### src/rtl/i2c_cmd_fifo.sv
// i2c_cmd_fifo
// Command/response buffering between a register interface and an I2C bit
// engine. Commands are queued in a command FIFO and dispatched one at a time
// to the core via stb/ready. WRITE/READ results are collected in a
// first-word-fall-through response FIFO.
//
// Ports:
//   clk, rst              clock, synchronous active-high reset
//   wr_data/wr_ena        command push ([10:9] cmd, [8] ack_in, [7:0] data)
//   wr_full               command FIFO full
//   rd_data/rd_ena        response head ([8] ack, [7:0] data) and pop
//   rd_empty              response FIFO empty
//   flush                 empties both FIFOs, discards an in-flight response
//   busy                  commands pending or dispatcher active (registered)
//   core_*                issue register and handshake towards the bit engine
module i2c_cmd_fifo #(
    parameter int DEPTH = 16
) (
    input  logic        clk,
    input  logic        rst,
    input  logic [10:0] wr_data,
    input  logic        wr_ena,
    output logic        wr_full,
    output logic [8:0]  rd_data,
    input  logic        rd_ena,
    output logic        rd_empty,
    input  logic        flush,
    output logic        busy,
    output logic [1:0]  core_cmd,
    output logic        core_ack_in,
    output logic [7:0]  core_data_in,
    output logic        core_stb,
    input  logic        core_ready,
    input  logic        core_ack_out,
    input  logic [7:0]  core_data_out
);

    localparam int AW = $clog2(DEPTH);

    typedef enum logic [1:0] {
        ST_IDLE  = 2'd0,
        ST_ISSUE = 2'd1,
        ST_BUSY  = 2'd2
    } state_t;

    logic [10:0] cmd_mem [DEPTH];
    logic [8:0]  rsp_mem [DEPTH];

    logic [AW:0] cmd_wptr_q, cmd_wptr_d, cmd_rptr_q, cmd_rptr_d;
    logic [AW:0] rsp_wptr_q, rsp_wptr_d, rsp_rptr_q, rsp_rptr_d;
    state_t      state_q, state_d;
    logic [1:0]  issue_cmd_q, issue_cmd_d;
    logic        issue_ack_q, issue_ack_d;
    logic [7:0]  issue_data_q, issue_data_d;
    logic        stb_q, stb_d;
    logic        busy_q, busy_d;
    logic        drop_q, drop_d;

    logic        cmd_empty_s, cmd_full_s, rsp_empty_s, rsp_full_s;
    logic        cmd_push_s, cmd_pop_s, rsp_push_s, rsp_pop_s;
    logic [10:0] cmd_head_s;

    // Full when the wrap bits differ and the index bits match.
    function automatic logic ptr_full(input logic [AW:0] wp, input logic [AW:0] rp);
        return (wp[AW] != rp[AW]) && (wp[AW-1:0] == rp[AW-1:0]);
    endfunction

    // FIFO status, push/pop qualification and pointer next-state.
    always_comb begin
        cmd_empty_s = (cmd_wptr_q == cmd_rptr_q);
        cmd_full_s  = ptr_full(cmd_wptr_q, cmd_rptr_q);
        rsp_empty_s = (rsp_wptr_q == rsp_rptr_q);
        rsp_full_s  = ptr_full(rsp_wptr_q, rsp_rptr_q);
        cmd_head_s  = cmd_mem[cmd_rptr_q[AW-1:0]];
        // A write coinciding with flush is dropped along with the old contents.
        cmd_push_s  = wr_ena && !cmd_full_s && !flush;
        rsp_pop_s   = rd_ena && !rsp_empty_s;
        if (flush) begin
            cmd_wptr_d = '0;
            cmd_rptr_d = '0;
            rsp_wptr_d = '0;
            rsp_rptr_d = '0;
        end else begin
            cmd_wptr_d = cmd_wptr_q + (AW+1)'(cmd_push_s);
            cmd_rptr_d = cmd_rptr_q + (AW+1)'(cmd_pop_s);
            rsp_wptr_d = rsp_wptr_q + (AW+1)'(rsp_push_s);
            rsp_rptr_d = rsp_rptr_q + (AW+1)'(rsp_pop_s);
        end
    end

    // Dispatcher next-state, issue register and response push.
    always_comb begin
        state_d      = state_q;
        issue_cmd_d  = issue_cmd_q;
        issue_ack_d  = issue_ack_q;
        issue_data_d = issue_data_q;
        cmd_pop_s    = 1'b0;
        rsp_push_s   = 1'b0;
        case (state_q)
            ST_IDLE: begin
                // WRITE/READ (cmd[1]=1) need a free response slot; START/STOP never wait.
                if (!cmd_empty_s && core_ready && !flush &&
                    !(cmd_head_s[10] && rsp_full_s)) begin
                    cmd_pop_s    = 1'b1;
                    issue_cmd_d  = cmd_head_s[10:9];
                    issue_ack_d  = cmd_head_s[8];
                    issue_data_d = cmd_head_s[7:0];
                    state_d      = ST_ISSUE;
                end else begin
                    state_d = ST_IDLE;
                end
            end
            ST_ISSUE: begin
                state_d = ST_BUSY;
            end
            ST_BUSY: begin
                if (core_ready) begin
                    rsp_push_s = issue_cmd_q[1] && !drop_q && !flush && !rsp_full_s;
                    state_d    = ST_IDLE;
                end else begin
                    state_d = ST_BUSY;
                end
            end
            default: begin
                state_d = ST_IDLE;
            end
        endcase
    end

    // Registered status/strobe; drop survives until the dispatcher returns to IDLE.
    always_comb begin
        drop_d = (state_d != ST_IDLE) && (drop_q || flush);
        stb_d  = (state_d == ST_ISSUE);
        busy_d = (cmd_wptr_d != cmd_rptr_d) || (state_d != ST_IDLE);
    end

    // Control state registers with synchronous reset.
    always_ff @(posedge clk) begin
        if (rst) begin
            cmd_wptr_q   <= '0;
            cmd_rptr_q   <= '0;
            rsp_wptr_q   <= '0;
            rsp_rptr_q   <= '0;
            state_q      <= ST_IDLE;
            issue_cmd_q  <= 2'b00;
            issue_ack_q  <= 1'b0;
            issue_data_q <= 8'h00;
            stb_q        <= 1'b0;
            busy_q       <= 1'b0;
            drop_q       <= 1'b0;
        end else begin
            cmd_wptr_q   <= cmd_wptr_d;
            cmd_rptr_q   <= cmd_rptr_d;
            rsp_wptr_q   <= rsp_wptr_d;
            rsp_rptr_q   <= rsp_rptr_d;
            state_q      <= state_d;
            issue_cmd_q  <= issue_cmd_d;
            issue_ack_q  <= issue_ack_d;
            issue_data_q <= issue_data_d;
            stb_q        <= stb_d;
            busy_q       <= busy_d;
            drop_q       <= drop_d;
        end
    end

    // FIFO storage; contents are only meaningful between the pointers.
    always_ff @(posedge clk) begin
        if (cmd_push_s) begin
            cmd_mem[cmd_wptr_q[AW-1:0]] <= wr_data;
        end
        if (rsp_push_s) begin
            rsp_mem[rsp_wptr_q[AW-1:0]] <= {core_ack_out, core_data_out};
        end
    end

    assign wr_full      = cmd_full_s;
    assign rd_empty     = rsp_empty_s;
    assign rd_data      = rsp_empty_s ? 9'd0 : rsp_mem[rsp_rptr_q[AW-1:0]];
    assign busy         = busy_q;
    assign core_stb     = stb_q;
    assign core_cmd     = issue_cmd_q;
    assign core_ack_in  = issue_ack_q;
    assign core_data_in = issue_data_q;

endmodule
### config.mk
export PLATFORM = sky130hd
export DESIGN_NAME = i2c_cmd_fifo
export DESIGN_NICKNAME = d
export VERILOG_FILES = /design/src/rtl/i2c_cmd_fifo.sv
export SDC_FILE = /design/constraint.sdc
export NUM_CORES = 1
export LEC_CHECK = 0
export ABC_AREA = 1
export BUFFER_PORTS_ARGS = -buffer_cell sky130_fd_sc_hd__buf_2
export CAP_MARGIN = 20
export CORE_UTILIZATION = 56
export DETAILED_ROUTE_END_ITERATION = 8
export GPL_TIMING_DRIVEN = 0
export PLACE_DENSITY = 0.76
export SLEW_MARGIN = 20
export SYNTH_ARGS = -nofsm -noshare
export SYNTH_HDL_FRONTEND = slang
export SYNTH_SLANG_ARGS = --single-unit
### constraint.sdc
create_clock -name clk -period 2.2 [get_ports clk]
set_input_delay 0.22 -clock clk [delete_from_list [all_inputs] [get_ports clk]]
set_output_delay 0.22 -clock clk [all_outputs]
set_load 0.01 [all_outputs]
==> qor.yml <==
synthArstFlopShare: 0
ant_nets: 0
pwr_density_cell_mw_per_mm2: 760.1
dpl.cell_count: 1610
fp.coreArea_mm2: 0.02533
yosysTopAreaCell: "edfxtp_1"
worst_pin_slew_ns: 0.8200
synth_area_leaders: "edfxtp_1, nor2_1, dfxtp_1"
critical-path-slowest-cell: "dfxtp_4"
clkTransAtPathRegs_ns: 0.06
instances_no_fill: 1735
first_pass_iters: 6
syn_to_final_growth_pct: 24.94
hpwl_um: 22900
cp-end-kind: "primary output"
path_delay_family: "buffers and inverters"
via_count: 10940
yosysWarningCount: 0
wl_per_cell_um: 24.04
synthDistinctLibCells: 38
overflow: 0
grt_pass1_vias: 10280
clock_skew_ns: 0.01526
start_util: 0.5739
cp_max_fo: 10
fin_area_mm2: 0.01816
synthCells: 1230
critPathMaxStageDelay_ns: 0.38
cts_tree: "built"
diodes: 0
period_share: 1.148
die_x_um: 163.1
rows: 58
cp.arrival_ns: 2.31
die_h_um: 163.1
final-setup-viol-count: 147
fill_cells: 1536
drive_gt1_frac: 0.2505
grt_setup_unrepaired: "true"
crit_required_ns: 1.98
antenna_found_initial: 1
maxCapViolCount: 0
track_usage: 0.2944
slew_violations: 0
cts_buffer_depth: 3
violations: "setup timing"
viasPerCell: 6.304
yosysMostFrequentCell: "edfxtp_1"
ys_seq_area_frac: 0.7107
ys.flop_type: "edfxtp_1"
io_buffers: 49
relSlewSlack: 0.4533
synth_top_area_frac: 0.6612
htreeDepth: 2
gp_congestion: 0.8734
p_leak_nw: 6.424
period_minus_slack_ns: 2.527
setup_ws_ns: -0.3266
vdd_ir_drop_max_mv: 0.7591
pre_cts_ws_ns: -0.4846
pin_count: 50
hold_violations: 0
crit_type: "reg -> out"
grt_pass1_wl_um: 57590
grt_max_degree: 17
nets: 1411
fmax_mhz: 395.8
avgSynthCellArea_um2: 11.82
dpl_cell_area_mm2: 0.01528
numCtsBuffers: 37
drc: 0
syn_area_mm2: 0.01453
worstSkewPairLatency_ns: 0.53
crit_buf_inv: 5
fp.dieArea_mm2: 0.02660
routed_wl_um: 41710
synth_nets: 1264
synth_edf_count: 320
drt_iter0_markers: 1468
holdWs_ns: 0.07238
start_kind: "register"
status: "complete, but fails checks"
path_cells: "buf_12, clkinv_8, buf_12, buf_6, nor2_1, o32ai_2, nand2_1, a31oi_1, buf_2"
synthTopCellsByCount: "edfxtp_1, nor2_1, nand2_1, o21ai_0, nand3_1"
cpMostUsedCell: "buf_12"
hold_path_class: "in -> reg"
cts_sinks: 356
cts_root_buf: "clkbuf_16"
ys_seq_elements: 356
sequential cells by signal, summed over array words and instances, names as in the netlist:
register / flops
drop_q: 1
core_cmd: 2
cmd_mem: 176
cmd_wptr_q: 5
busy: 1
core_ack_in: 1
rsp_wptr_q: 5
core_data_in: 8
rsp_mem: 144
cmd_rptr_q: 5
state_q: 2
rsp_rptr_q: 5
core_stb: 1
what timing repair did:
action                     4_1_cts  5_1_grt
gates cloned                     6        2
setup endpoints to repair      330      322
hold buffers                     3        0
resized for setup              173       78
pin swaps                       52       64
buffers inserted                25       29
hold endpoints to repair         3        0
stage by stage:
stage / utilization / total power (W) / TNS, ns
2_1_floorplan: - / 0.007618 / -0.1228
4_1_cts: 0.6902 / 0.01375 / -1.573
6_report: 0.7170 / 0.01380 / -6.328
3_5_place_dp: 0.6035 / 0.007770 / -65.92
3_3_place_gp: 0.6016 / 0.007759 / -111.26
5_1_grt: 0.7170 / 0.01405 / -9.363
kinds of logic after synthesis:
logic type,Yosys count,share of synthesized area
AND/OR/NAND/NOR,501,0.1420
buffers and inverters,119,0.03710
XOR/XNOR,10,0.006027
AO/OA/AOI/OAI,231,0.09384
flip-flops,356,0.7107
multiplexers,5,0.003444
adder cells (fa/ha/maj),8,0.006887
power breakdown:
part / leakage, nW / total (W) / internal (W) / switching (W)
registers: 3.18 / 0.00738 / 0.00737 / 0.00000936
logic: 2.67 / 0.000284 / 0.0000763 / 0.000207
clock network: 0.575 / 0.00614 / 0.00358 / 0.00255
total: 6.42 / 0.0138 / 0.0110 / 0.00277
layout by cell type (no fill, tap or decap), drive strengths merged, types with 3 or more instances in the layout:
cell,instances
nand2,136
o211ai,47
clkinv,19
a21oi,9
bufinv,3
o32ai,13
nand4,4
a31oi,10
xnor2,8
dfxtp,36
o22ai,12
inv,49
dlygate4sd3,3
o21ai,136
clkbuf,70
buf,147
ha,8
nand3,59
o21bai,4
or2,6
edfxtp,320
nor2,282
mux2i,5
nand3b,10
final cells by class:
class	count	area (µm²)	share of cell area
plain buffers	64	514.2	0.02832
clock inverters	21	173.9	0.009578
inverters	51	209.0	0.01151
flip-flops and latches	356	10360	0.5703
multi-input cells	756	4333	0.2386
well taps	330	412.9	0.02274
clock buffers	46	1002	0.05519
repair buffers	111	1157	0.06374
routing by layer:
layer / vias to the layer above / part of all wire / GRT usage
li1: 4679 / - / -
met1: 5206 / 0.34 / 0.3410
met2: 804 / 0.49 / 0.5074
met3: 246 / 0.10 / 0.06425
met4: 2 / 0.071 / 0.1653
met5: - / 0.00019 / 0
worst paths after layout:
kind	from	cells past startpoint	slack [ns]	end
worst max-delay path	rsp_rptr_q[0]	9	-0.33	rd_data[5]
worst min-delay path	wr_data[3]	1	0.07	cmd_mem[12][3]
worst max register to register	cmd_rptr_q[0]	19	-0.28	busy
worst min register to register	rsp_rptr_q[4]	2	0.49	rsp_rptr_q[4]
Power figures use the tool's default switching activity.
